===== src/rtl/wb_fifo_slave_pkg.sv =====
// wb_fifo_slave_pkg: shared constants for the Wishbone FIFO responder.
//   - register offsets (wb_adri[1:0])
//   - STATUS and CTRL bit positions
//   - FSM state encoding
package wb_fifo_slave_pkg;

    localparam logic [1:0] REG_DATA   = 2'd0;
    localparam logic [1:0] REG_STATUS = 2'd1;
    localparam logic [1:0] REG_CTRL   = 2'd2;
    localparam logic [1:0] REG_COUNT  = 2'd3;

    // STATUS bit positions
    localparam int ST_RX_EMPTY = 0;
    localparam int ST_RX_FULL  = 1;
    localparam int ST_TX_EMPTY = 2;
    localparam int ST_TX_FULL  = 3;
    localparam int ST_TX_OVF   = 4;
    localparam int ST_RX_OVF   = 5;
    localparam int ST_RX_UDF   = 6;
    localparam int ST_IRQ      = 7;

    // CTRL bit positions; bits 6 and 7 are write-1 strobes that read back 0
    localparam int CT_RX_IRQ_EN  = 0;
    localparam int CT_TX_IRQ_EN  = 1;
    localparam int CT_LOOP_EN    = 2;
    localparam int CT_CLR_STICKY = 6;
    localparam int CT_FLUSH      = 7;

    typedef enum logic [1:0] {
        S_IDLE = 2'd0,
        S_WAIT = 2'd1,
        S_ACK  = 2'd2,
        S_DONE = 2'd3
    } state_t;

endpackage


===== src/rtl/wb_fifo_slave_if.sv =====
// wb_fifo_slave_if: 8-bit single-master Wishbone-style bus.
//   wb_stbi  strobe, wb_adri address, wb_rwi (1 = write), wb_dati write data
//   wb_acko  one-cycle acknowledge, wb_dato read data
// Handshake: the master raises wb_stbi with stable adr/rw/dat and holds it
// until it sees wb_acko; the slave pulses wb_acko for exactly one cycle per
// strobe and ignores the strobe until the master drops it again. wb_dato is
// valid in the cycle wb_acko is high (read accesses only).
interface wb_fifo_slave_if;
    logic       wb_stbi;
    logic [7:0] wb_adri;
    logic       wb_rwi;
    logic [7:0] wb_dati;
    logic       wb_acko;
    logic [7:0] wb_dato;

    modport master (output wb_stbi, wb_adri, wb_rwi, wb_dati,
                    input  wb_acko, wb_dato);
    modport slave  (input  wb_stbi, wb_adri, wb_rwi, wb_dati,
                    output wb_acko, wb_dato);
endinterface


===== src/rtl/wb_fifo_slave_sync_fifo.sv =====
// sync_fifo: 8-bit synchronous FIFO with separate occupancy counter.
//   clk, rst     clock, synchronous active-high reset
//   push, din    write request and data (ignored when full unless popping)
//   pop          read request (ignored when empty)
//   flush        empties the FIFO; overrides push and pop
//   head         oldest entry (undefined while empty)
//   full, empty  occupancy flags; count 0..DEPTH
module sync_fifo #(
    parameter int DEPTH = 8
) (
    input  logic       clk,
    input  logic       rst,
    input  logic       push,
    input  logic       pop,
    input  logic       flush,
    input  logic [7:0] din,
    output logic [7:0] head,
    output logic       full,
    output logic       empty,
    output logic [3:0] count
);
    localparam int AW = $clog2(DEPTH);

    logic [7:0]    mem [DEPTH];
    logic [AW-1:0] rd_ptr;
    logic [AW-1:0] wr_ptr;
    logic          do_push;
    logic          do_pop;

    assign empty = (count == 4'd0);
    assign full  = (count == 4'(DEPTH));
    assign head  = mem[rd_ptr];

    // A push into a full FIFO is accepted only when the head leaves in the
    // same cycle; a pop on an empty FIFO is always a no-op.
    assign do_pop  = pop & ~empty & ~flush;
    assign do_push = push & (~full | do_pop) & ~flush;

    // Pointers are exactly log2(DEPTH) bits, so they wrap on their own.
    always_ff @(posedge clk) begin
        if (rst || flush) begin
            rd_ptr <= '0;
            wr_ptr <= '0;
            count  <= 4'd0;
        end else begin
            if (do_push) wr_ptr <= wr_ptr + 1'b1;
            if (do_pop)  rd_ptr <= rd_ptr + 1'b1;
            case ({do_push, do_pop})
                2'b10:   count <= count + 4'd1;
                2'b01:   count <= count - 4'd1;
                default: count <= count;
            endcase
        end
    end

    always_ff @(posedge clk) begin
        if (do_push) mem[wr_ptr] <= din;
    end

endmodule


===== src/rtl/wb_fifo_slave.sv =====
// wb_fifo_slave: Wishbone responder exposing a TX and an RX byte FIFO plus
// STATUS, CTRL and COUNT registers and a level interrupt.
//   clk, rst          clock, synchronous active-high reset
//   bus               wb_fifo_slave_if.slave (stb/adr/rw/dat in, ack/dato out)
//   tx_data/valid/ready  TX stream out, transfer on valid & ready
//   rx_data/valid     RX push strobe in, no backpressure
//   irq               registered level interrupt
//   state             current access FSM state (observability)
// Optional feature: define WB_FIFO_SLAVE_LOOPBACK_EN to implement CTRL[2]
// loop_en (TX head is moved into RX; tx_valid forced low, rx_valid ignored).
module wb_fifo_slave
    import wb_fifo_slave_pkg::*;
#(
    parameter logic [3:0] BASE        = 4'h2,
    parameter int         DEPTH       = 8,
    parameter int         WAIT_STATES = 0
) (
    input  logic                 clk,
    input  logic                 rst,
    wb_fifo_slave_if.slave       bus,
    output logic [7:0]           tx_data,
    output logic                 tx_valid,
    input  logic                 tx_ready,
    input  logic [7:0]           rx_data,
    input  logic                 rx_valid,
    output logic                 irq,
    output state_t               state
);
    localparam logic [3:0] WS_INIT = (WAIT_STATES > 0) ? 4'(WAIT_STATES - 1) : 4'd0;

    logic [3:0] cnt;
    logic [1:0] adr_q;
    logic       rw_q;
    logic [7:0] dat_q;
    logic       acko;
    logic [7:0] dato;
    logic [2:0] ctrl_q;
    logic       tx_ovf, rx_ovf, rx_udf;

    logic       tx_full, tx_empty, rx_full, rx_empty;
    logic [3:0] tx_cnt, rx_cnt;
    logic [7:0] tx_head, rx_head, rx_din;
    logic       tx_push, tx_pop, rx_push, rx_pop;

    logic       hit, go, rd, wr, ctrl_wr, flush, clr;
    logic [1:0] acc_adr;
    logic       acc_rw;
    logic [7:0] acc_dat, status, rd_val;
    logic       unused_adr;

    assign unused_adr = ^bus.wb_adri[3:2];
    assign bus.wb_acko = acko;
    assign bus.wb_dato = dato;

    assign hit = bus.wb_stbi && (bus.wb_adri[7:4] == BASE);

    // go marks the edge that enters ACK; the register side effect happens
    // there. With no wait states that is the sampling edge itself, so the
    // live bus inputs are used instead of the (not yet loaded) latches.
    assign go      = ((state == S_IDLE) && hit && (WAIT_STATES == 0)) ||
                     ((state == S_WAIT) && (cnt == 4'd0));
    assign acc_adr = (state == S_IDLE) ? bus.wb_adri[1:0] : adr_q;
    assign acc_rw  = (state == S_IDLE) ? bus.wb_rwi       : rw_q;
    assign acc_dat = (state == S_IDLE) ? bus.wb_dati      : dat_q;

    assign rd      = go & ~acc_rw;
    assign wr      = go & acc_rw;
    assign tx_push = wr & (acc_adr == REG_DATA);
    assign rx_pop  = rd & (acc_adr == REG_DATA);
    assign ctrl_wr = wr & (acc_adr == REG_CTRL);
    assign flush   = ctrl_wr & acc_dat[CT_FLUSH];
    assign clr     = ctrl_wr & acc_dat[CT_CLR_STICKY];

`ifdef WB_FIFO_SLAVE_LOOPBACK_EN
    logic loop_xfer;
    assign loop_xfer = ctrl_q[CT_LOOP_EN] & ~tx_empty & ~rx_full;
    assign tx_valid  = ~tx_empty & ~ctrl_q[CT_LOOP_EN];
    assign tx_pop    = loop_xfer | (tx_valid & tx_ready);
    assign rx_push   = ctrl_q[CT_LOOP_EN] ? loop_xfer : rx_valid;
    assign rx_din    = ctrl_q[CT_LOOP_EN] ? tx_head : rx_data;
`else
    assign tx_valid  = ~tx_empty;
    assign tx_pop    = tx_valid & tx_ready;
    assign rx_push   = rx_valid;
    assign rx_din    = rx_data;
`endif
    assign tx_data = tx_head;

    sync_fifo #(.DEPTH(DEPTH)) u_tx_fifo (
        .clk(clk), .rst(rst), .push(tx_push), .pop(tx_pop), .flush(flush),
        .din(acc_dat), .head(tx_head), .full(tx_full), .empty(tx_empty), .count(tx_cnt)
    );

    sync_fifo #(.DEPTH(DEPTH)) u_rx_fifo (
        .clk(clk), .rst(rst), .push(rx_push), .pop(rx_pop), .flush(flush),
        .din(rx_din), .head(rx_head), .full(rx_full), .empty(rx_empty), .count(rx_cnt)
    );

    always_comb begin
        status                = 8'h00;
        status[ST_RX_EMPTY]   = rx_empty;
        status[ST_RX_FULL]    = rx_full;
        status[ST_TX_EMPTY]   = tx_empty;
        status[ST_TX_FULL]    = tx_full;
        status[ST_TX_OVF]     = tx_ovf;
        status[ST_RX_OVF]     = rx_ovf;
        status[ST_RX_UDF]     = rx_udf;
        status[ST_IRQ]        = irq;
    end

    always_comb begin
        rd_val = 8'h00;
        case (acc_adr)
            REG_DATA:   rd_val = rx_empty ? 8'h00 : rx_head;
            REG_STATUS: rd_val = status;
            REG_CTRL:   rd_val = {5'b00000, ctrl_q};
            REG_COUNT:  rd_val = {tx_cnt, rx_cnt};
            default:    rd_val = 8'h00;
        endcase
    end

    always_ff @(posedge clk) begin
        if (rst) begin
            state  <= S_IDLE;
            cnt    <= 4'd0;
            adr_q  <= 2'd0;
            rw_q   <= 1'b0;
            dat_q  <= 8'h00;
            acko   <= 1'b0;
            dato   <= 8'h00;
            ctrl_q <= 3'b000;
            tx_ovf <= 1'b0;
            rx_ovf <= 1'b0;
            rx_udf <= 1'b0;
            irq    <= 1'b0;
        end else begin
            irq <= (ctrl_q[CT_RX_IRQ_EN] & ~rx_empty) | (ctrl_q[CT_TX_IRQ_EN] & tx_empty);

            // A new event in the same cycle as clear-sticky keeps the flag set.
            tx_ovf <= (tx_ovf & ~clr) | (tx_push & tx_full & ~tx_pop);
            rx_ovf <= (rx_ovf & ~clr) | (rx_push & rx_full & ~rx_pop & ~flush);
            rx_udf <= (rx_udf & ~clr) | (rx_pop & rx_empty);

            if (ctrl_wr) begin
                ctrl_q[CT_RX_IRQ_EN] <= acc_dat[CT_RX_IRQ_EN];
                ctrl_q[CT_TX_IRQ_EN] <= acc_dat[CT_TX_IRQ_EN];
`ifdef WB_FIFO_SLAVE_LOOPBACK_EN
                ctrl_q[CT_LOOP_EN]   <= acc_dat[CT_LOOP_EN];
`endif
            end

            case (state)
                S_IDLE: begin
                    if (hit) begin
                        adr_q <= bus.wb_adri[1:0];
                        rw_q  <= bus.wb_rwi;
                        dat_q <= bus.wb_dati;
                        if (WAIT_STATES == 0) begin
                            state <= S_ACK;
                        end else begin
                            state <= S_WAIT;
                            cnt   <= WS_INIT;
                        end
                    end
                end
                S_WAIT: begin
                    if (cnt == 4'd0) state <= S_ACK;
                    else             cnt   <= cnt - 4'd1;
                end
                S_ACK: begin
                    state <= S_DONE;
                    acko  <= 1'b0;
                end
                S_DONE: begin
                    // Wait for the strobe to drop so one strobe yields one ack.
                    if (!bus.wb_stbi) state <= S_IDLE;
                end
                default: state <= S_IDLE;
            endcase

            if (go) begin
                acko <= 1'b1;
                if (rd) dato <= rd_val;
            end
        end
    end

endmodule


===== src/flat_wrapper.sv =====
// flat-port wrapper written by rule: the top's interface ports become plain ports
module wb_fifo_slave_flat import wb_fifo_slave_pkg::*;
#(
    parameter logic [3:0] BASE        = 4'h2,
    parameter int         DEPTH       = 8,
    parameter int         WAIT_STATES = 0
)
  (clk, rst, tx_data, tx_valid, tx_ready, rx_data, rx_valid, irq, state, bus_wb_stbi, bus_wb_adri, bus_wb_rwi, bus_wb_dati, bus_wb_acko, bus_wb_dato);
  wb_fifo_slave_if bus_i ();
  input  logic clk;
  input  logic rst;
  output logic [7:0] tx_data;
  output logic tx_valid;
  input  logic tx_ready;
  input  logic [7:0] rx_data;
  input  logic rx_valid;
  output logic irq;
  output state_t state;
  input wire logic [$bits(bus_i.wb_stbi)-1:0] bus_wb_stbi;
  input wire logic [$bits(bus_i.wb_adri)-1:0] bus_wb_adri;
  input wire logic [$bits(bus_i.wb_rwi)-1:0] bus_wb_rwi;
  input wire logic [$bits(bus_i.wb_dati)-1:0] bus_wb_dati;
  output wire logic [$bits(bus_i.wb_acko)-1:0] bus_wb_acko;
  output wire logic [$bits(bus_i.wb_dato)-1:0] bus_wb_dato;
  assign bus_i.wb_stbi = bus_wb_stbi;
  assign bus_i.wb_adri = bus_wb_adri;
  assign bus_i.wb_rwi = bus_wb_rwi;
  assign bus_i.wb_dati = bus_wb_dati;
  assign bus_wb_acko = bus_i.wb_acko;
  assign bus_wb_dato = bus_i.wb_dato;
  wb_fifo_slave #(.BASE(BASE), .DEPTH(DEPTH), .WAIT_STATES(WAIT_STATES)) u_core (.clk(clk), .rst(rst), .bus(bus_i), .tx_data(tx_data), .tx_valid(tx_valid), .tx_ready(tx_ready), .rx_data(rx_data), .rx_valid(rx_valid), .irq(irq), .state(state));
endmodule

===== config.mk =====
export PLATFORM = sky130hd
export DESIGN_NAME = wb_fifo_slave_flat
export DESIGN_NICKNAME = d
export VERILOG_FILES = /design/src/rtl/wb_fifo_slave_pkg.sv /design/src/rtl/wb_fifo_slave_if.sv /design/src/rtl/wb_fifo_slave_sync_fifo.sv /design/src/rtl/wb_fifo_slave.sv /design/src/flat_wrapper.sv
export SDC_FILE = /design/constraint.sdc
export NUM_CORES = 1
export LEC_CHECK = 0
export ABC_AREA = 1
export CAP_MARGIN = 10
export CORE_UTILIZATION = 63
export CTS_CLUSTER_DIAMETER = 150
export DETAILED_ROUTE_END_ITERATION = 8
export DONT_BUFFER_PORTS = 1
export PLACE_DENSITY_LB_ADDON = 0.25
export SLEW_MARGIN = 25
export SYNTH_ARGS = -nofsm -noshare
export SYNTH_HDL_FRONTEND = slang
export SYNTH_HIERARCHICAL = 1
export SYNTH_SLANG_ARGS = --single-unit

===== constraint.sdc =====
create_clock -name clk -period 3.15 [get_ports clk]
set_clock_uncertainty 0.1 [all_clocks]
set_input_delay 0.63 -clock clk [delete_from_list [all_inputs] [get_ports clk]]
set_output_delay 0.63 -clock clk [all_outputs]
set_load 0.1 [all_outputs]

[After elaboration in Yosys (flattened, before gate mapping)]
Memories as Yosys holds them, arrays and structs flattened. A register that Yosys moved wholly into a read port is not among the register bits.
Cells that the tools add are included.
Word-level totals
  flip-flop bits (word level): 52
  word-level logic and storage cells: 126
  memory bits (writable): 128
  memories: 2
  input port bits: 30
Memories
  u_core.u_rx_fifo.mem: words 8, bits a word 8, rd ports 1, clocked after memory_dff 1, wr ports 1, RTL line wb_fifo_slave_sync_fifo.sv:24  | logic [7:0] mem [DEPTH];
  u_core.u_tx_fifo.mem: words 8, bits a word 8, rd ports 1, clocked after memory_dff 1, wr ports 1, RTL line wb_fifo_slave_sync_fifo.sv:24
Cells by class
  equality and inequality tests: 16
  $add $sub $neg: 9
  bitwise logic cells: 43
  muxes and demuxes: 21
  reduce and logical (&&, ||, !) cells: 17
Operator list (number)
  8-bit case mux with 4 select lines: 1
  1-bit bitwise AND: 27
  8-bit two-way mux: 2
  4-bit case mux with 2 select lines: 2
  3-bit by 1-bit adder with 3-bit output, second input constant: 4
  2-bit == test, second input constant: 6
  4-bit zero test: 3
  3-bit two-way mux: 4
  4-bit by 1-bit subtractor with 4-bit output, second input constant: 3
  1-bit inverter: 10
  4-bit by 1-bit adder with 4-bit output, second input constant: 2
  2-bit by 1-bit == test with 1-bit output, second input constant: 4
  4-bit == test, second input constant: 2
  2-bit two-way mux: 4
  2-bit case mux with 4 select lines: 1
  1-bit two-way mux: 7
  1-bit OR: 6
  2-bit AND reduction: 3
  2-bit nonzero test: 3
  4-bit by 2-bit == test with 1-bit output, second input constant: 1
  2-bit zero test: 2
  2-bit != test, second input constant: 2
  1-bit logical AND: 3
  3-bit AND reduction: 1
  other kinds (2): 3

[Logic depth before layout (Yosys ltp)]
Gate-level depths: netlist of the first run.
  depth in word-level cells: 14
  gate-level depth with buffers: 21
  gate-level depth less buffers: 21

[Modules after synthesis]
Netlist of the first run, hierarchy kept.
By module, submodules not included
  sync_fifo (u_core.u_rx_fifo): cells each 281, area each 3224.3 µm², instances 1
  sync_fifo (u_core.u_tx_fifo): cells each 279, area each 3195.6 µm², instances 1
  wb_fifo_slave: cells each 246, area each 1630.3 µm², instances 1

[Least setup slack after synthesis of the first run]
Ideal clock, no wire load.
  path type: reg-to-reg
  start point: register u_core.state[1]
  end point: register u_core.u_rx_fifo.count[2]
  clock period less this slack: 3.544 ns
  library setup time: 0.115 ns
  data required time: 2.935 ns
  path buffers: 1
  arrival: 3.328 ns
  cell stages (with the launch flop): 17
  path slack: -0.394 ns
  cells stage by stage: dfxtp_1 > nor2_4 > buf_6 > o21ai_0 > nand4_1 > inv_1 > nor2_1 > nand2_2 > inv_1 > ha_1 > nor2_1 > nor2_2 > ha_1 > a21oi_1 > xnor2_1 > o21ai_0 > inv_1
Between the ends
  elaborated cells between the ends (all ways): 27
  classes of those cells: 4 x eq/ne; 4 x mux; 12 x bitwise; 7 x reduce/logical
RTL lines
  start, declared: RTL line wb_fifo_slave.sv:27  | output state_t state
  start signal, assigned: RTL line wb_fifo_slave.sv:124  | state <= S_IDLE;
  start signal, assigned: RTL line wb_fifo_slave.sv:159  | state <= S_ACK;
  start signal, assigned: RTL line wb_fifo_slave.sv:161  | state <= S_WAIT;
  2-bit zero test (*): RTL line wb_fifo_slave.sv:64  | assign acc_dat = (state == S_IDLE) ? bus.wb_dati : dat_q;
  8-bit two-way mux (*): RTL line wb_fifo_slave.sv:64
  via u_core.acc_dat[7]: RTL line wb_fifo_slave.sv:48  | logic [7:0] acc_dat, status, rd_val;
  1-bit bitwise AND (*): RTL line wb_fifo_slave.sv:71  | assign flush = ctrl_wr & acc_dat[CT_FLUSH];
  via u_core.flush: RTL line wb_fifo_slave.sv:45  | logic hit, go, rd, wr, ctrl_wr, flush, clr;
  1-bit inverter (*): RTL line wb_fifo_slave_sync_fifo.sv:36  | assign do_pop = pop & ~empty & ~flush;
  1-bit bitwise AND (*): RTL line wb_fifo_slave_sync_fifo.sv:36
  via u_core.u_rx_fifo.do_pop: RTL line wb_fifo_slave_sync_fifo.sv:28  | logic do_pop;
  1-bit OR: RTL line wb_fifo_slave_sync_fifo.sv:37  | assign do_push = push & (~full | do_pop) & ~flush;
  1-bit bitwise AND (2 in a row): RTL line wb_fifo_slave_sync_fifo.sv:37
  2-bit by 1-bit == test with 1-bit output / 2-bit == test (equally long branches): RTL line wb_fifo_slave_sync_fifo.sv:48  | case ({do_push, do_pop})
  4-bit case mux with 2 select lines / 2-bit nonzero test (equally long branches)
  end signal, assigned: RTL line wb_fifo_slave_sync_fifo.sv:49  | 2'b10: count <= count + 4'd1;
  end signal, assigned: RTL line wb_fifo_slave_sync_fifo.sv:50  | 2'b01: count <= count - 4'd1;
  end signal, assigned: RTL line wb_fifo_slave_sync_fifo.sv:51  | default: count <= count;
  end, declared: RTL line wb_fifo_slave_sync_fifo.sv:20  | output logic [3:0] count
The timed path passes the listed nets; every way through them passes the cells marked *.
A chain may end at the register's enable or synchronous reset.

[Worst setup path after layout of the first run]
  start point: register u_core.state[0]
  end point: register u_core.u_tx_fifo.count[2]
Between the ends
  elaborated cells between the ends (all ways): 24
  classes of those cells: 4 x eq/ne; 4 x mux; 9 x bitwise; 7 x reduce/logical
RTL lines (RTL line)
  2-bit zero test (*): wb_fifo_slave.sv:64
  8-bit two-way mux (*): wb_fifo_slave.sv:64
  via u_core.acc_dat[7]: wb_fifo_slave.sv:48
  1-bit bitwise AND (*): wb_fifo_slave.sv:71
  via u_core.flush: wb_fifo_slave.sv:45
  1-bit inverter: wb_fifo_slave_sync_fifo.sv:36, wb_fifo_slave_sync_fifo.sv:37
  1-bit bitwise AND: wb_fifo_slave_sync_fifo.sv:36
  1-bit OR: wb_fifo_slave_sync_fifo.sv:37
  1-bit bitwise AND (2 in a row): wb_fifo_slave_sync_fifo.sv:37
  2-bit by 1-bit == test with 1-bit output / 2-bit == test (equally long branches): wb_fifo_slave_sync_fifo.sv:48
  4-bit case mux with 2 select lines / 2-bit nonzero test (equally long branches)
  end signal, assigned: wb_fifo_slave_sync_fifo.sv:49
  end signal, assigned: wb_fifo_slave_sync_fifo.sv:50
  end signal, assigned: wb_fifo_slave_sync_fifo.sv:51
  end, declared: wb_fifo_slave_sync_fifo.sv:20
Marks and branches as above.

==> flow_summary.toml, run 1 <==
[status]
status = "finished, final reports clean"

[timing]
slew_viol_final = 0
hold_viol_final = 0
fin_setup_tns_ns = 0
period_share = 0.939
slew_headroom = 0.300
tightest_slew_ns = 1.05
max_freq_ghz = 0.338
min_period_ns = 2.96
setup-violations-final = 0
layout_setup_ws_ns = 0.192

[power_and_ir_drop]
p_total_uw = 5630
p_per_area_mw_per_mm2 = 624
ir_drop_mv = 0.550
p_leak_uw = 0.00343

[global_routing]
antenna_found_initial = 0
grt_max_degree = 33
grtUsageMet2 = 0.485
grt.total_usage = 0.270
grt_pass1_wl_mm = 26.6
busiest_layer = "met2"
grtUsageMet3 = 0.0812
grt_overflow = 0
grt_pass1_vias = 5569
grt_util_met1 = 0.295

[die]
io_pins = 51
dieWidth_um = 115
die_h_um = 115
fp.coreArea_mm2 = 0.0122
fp.dieArea_mm2 = 0.0132
rows = 40
start_util = 0.659

[routing]
wire_per_inst_um = 16.6
drc = 0
drt-initial-drc-count = 509
ant_nets = 0
routed_via_density = 5.65
wl_mm = 17.0
num_vias = 5778
dr.pass1.iters = 5

[worst_hold_path]
hold_class = "in2reg"
hp-start = "rst"

[setup_path]
crit_path_start_kind = "register"
path_class = "reg2reg"
arrival_ns = 3.17
startpoint = "u_core/state[0]"
cp-end-kind = "register"
cp.required_ns = 3.37
rr_startpoint = "u_core/state[0]"
cp_max_fo = 8

[clock_tree]
clockRootBuffer = "clkbuf_16"
cts_tree = "yes"
clockBufferDepth = 2
cts_buffers = 17
clk_transition_reported_paths_ns = 0.07
cts_sinks = 186
htreeDepth = 4
clock_latency_ns = 0.43

[synth]
synth_cell_types = 37
syn-cell-area_mm2 = 0.00805
synth_warnings = 6
synth-seq-cells = 186
syn-mean-instance-area_um2 = 9.99
ys_seq_area_frac = 0.622
synth_nets = 847
synthCells = 806

[final_layout]
num_antenna_cells = 0
drive_gt1_frac = 0.125
instances_no_fill = 1022
final_design_area_no_fill_mm2 = 0.00902
nets = 882
area_growth_pct = 12.1

[place]
hpwl_mm = 11.3
io_buffers = 0
gp_congestion = 0.847
placed_area_mm2 = 0.00837
place_ws_ns = 0.0566
dp.cells = 987

[flow_run]
drv_cap = 0
==> worst max-delay path: stages (launching register included) <==
cell     delay (ns)
dfxtp_4        0.39
nor2_4         0.07
buf_4          0.13
o21ai_0        0.35
nand4_1        0.21
inv_2          0.17
nor2_1         0.08
nand2_2        0.14
ha_1           0.24
nand2_1        0.08
inv_1          0.10
nor2_2         0.05
ha_1           0.17
a21oi_1        0.18
xnor2_1        0.11
o21ai_0        0.21
inv_1          0.07
==> synthesized netlist by cell type <==
master    number  area [µm²]
nand4_2        2        25.0
and3_1         1        6.26
o21ai_4        1        16.3
nor2_2         8        50.1
or2_1          1        6.26
xor2_1         4        35.0
edfxtp_1     128        3840
nand3b_1       1        7.51
a21oi_1       47         235
buf_6          8        90.1
inv_2          3        11.3
buf_1          1        3.75
buf_4          2        15.0
nor2_4         2        22.5
xnor2_1        4        35.0
inv_1         74         278
nand3_1       17        85.1
a21oi_2        4        35.0
or2_4          1        8.76
o21ai_2        2        17.5
o21ai_1       25         125
nor3_1         2        10.0
ha_1          11         138
nand2_1      148         556
nor2_1       112         420
nand3_2        1        10.0
clkbuf_1       4        15.0
o21a_1         1        7.51
nand2_2        5        31.3
o21ai_0       82         410
buf_2          8        40.0
nand4_1        3        18.8
clkbuf_4       1        7.51
o22ai_1       16         100
dfxtp_1       58        1160
mux2i_1       16         160
nor4_1         2        12.5
==> flip-flops by register name, summed over array words and instances, names as in the netlist, named ones only <==
name                     flops
u_core/u_rx_fifo/mem        64
u_core/u_tx_fifo/mem        64
u_core/bus.wb_dato           8
u_core/dat_q                 8
u_core/cnt                   4
u_core/u_rx_fifo/count       4
u_core/u_tx_fifo/count       4
u_core/u_rx_fifo/rd_ptr      3
u_core/u_rx_fifo/wr_ptr      3
u_core/u_tx_fifo/rd_ptr      3
u_core/u_tx_fifo/wr_ptr      3
u_core/adr_q                 2
u_core/ctrl_q                2
u_core/state                 2
u_core/bus.wb_acko           1
u_core/irq                   1
u_core/rw_q                  1
u_core/rx_ovf                1
u_core/rx_udf                1
u_core/tx_ovf                1
==> where the power goes <==
| part | internal [µW] | total, µW | switching, µW |
|---|---|---|---|
| Clock | 1260 | 2180 | 920 |
| Sequential | 2720 | 2870 | 155 |
| Combinational | 170 | 575 | 405 |
==> per-layer routing <==
metal | vias to the layer above | wire [µm] | share of wire
li1 | 2799 | - | -
met1 | 2719 | 6610 | 0.39
met2 | 218 | 8900 | 0.52
met3 | 42 | 1100 | 0.065
met4 | 0 | 383 | 0.023
met5 | - | 0 | 0
==> layout by cell type, fill, tap and decap left out, types with 8 or more instances in the layout <==
master / count
nand2_1: 148
edfxtp_1: 128
nor2_1: 112
o21ai_0: 82
inv_1: 72
dfxtp_1: 56
a21oi_1: 46
buf_4: 40
o21ai_1: 25
clkbuf_16: 17
nand3_1: 17
mux2i_1: 16
o22ai_1: 16
ha_1: 10
nor2_2: 8
==> layout make-up <==
class                      count  area (µm²)
clock inverter                15         194
sequential                   186        5010
fill                         873        3190
tap                          168         210
inverter                      77         289
multi-input combinational    519        2590
timing repair buffer          40         300
clock buffer                  17         425
==> final timing paths <==
kind	end	slack [ns]	cells past startpoint
hold / removal	u_core/state[1]	0.15	1
setup reg to reg	u_core/u_tx_fifo/count[2]	0.19	16
hold reg to reg	u_core/dat_q[3]	0.36	2
setup / recovery	u_core/u_tx_fifo/count[2]	0.19	16
==> stage by stage <==
stage,hold slack (ns),util
4_1_cts,0.128,0.736
3_5_place_dp,0.344,0.686
2_1_floorplan,0.323,-
6_report,0.150,0.739
5_1_grt,0.125,0.739
3_3_place_gp,0.336,0.686
==> logic make-up after synthesis <==
family          after synthesis  synth area share
compound gates              178             0.118
mux                          16            0.0199
simple gates                306             0.158
buf+inv                     101            0.0572
xor+xnor                      8           0.00870
fa+ha+maj                    11            0.0171
flops                       186             0.622
==> repair_timing <==
item	4_1_cts	5_1_grt
setup buffers	0	3
endpoints found under the setup margin	0	2
resized for setup	0	4
hold buffers	0	0
Power figures use the tool's default switching activity.
==> run 2: changes to the inputs <==
- CAP_MARGIN: 10 -> unset
==> results of run 2 <==
Final layout, timing and power as in run 1 (identical DEF).
==> run 3: changes to the inputs <==
- HOLD_SLACK_MARGIN: unset -> 0.08
==> results of run 3 <==
Final layout, timing and power as in run 1 (identical DEF).
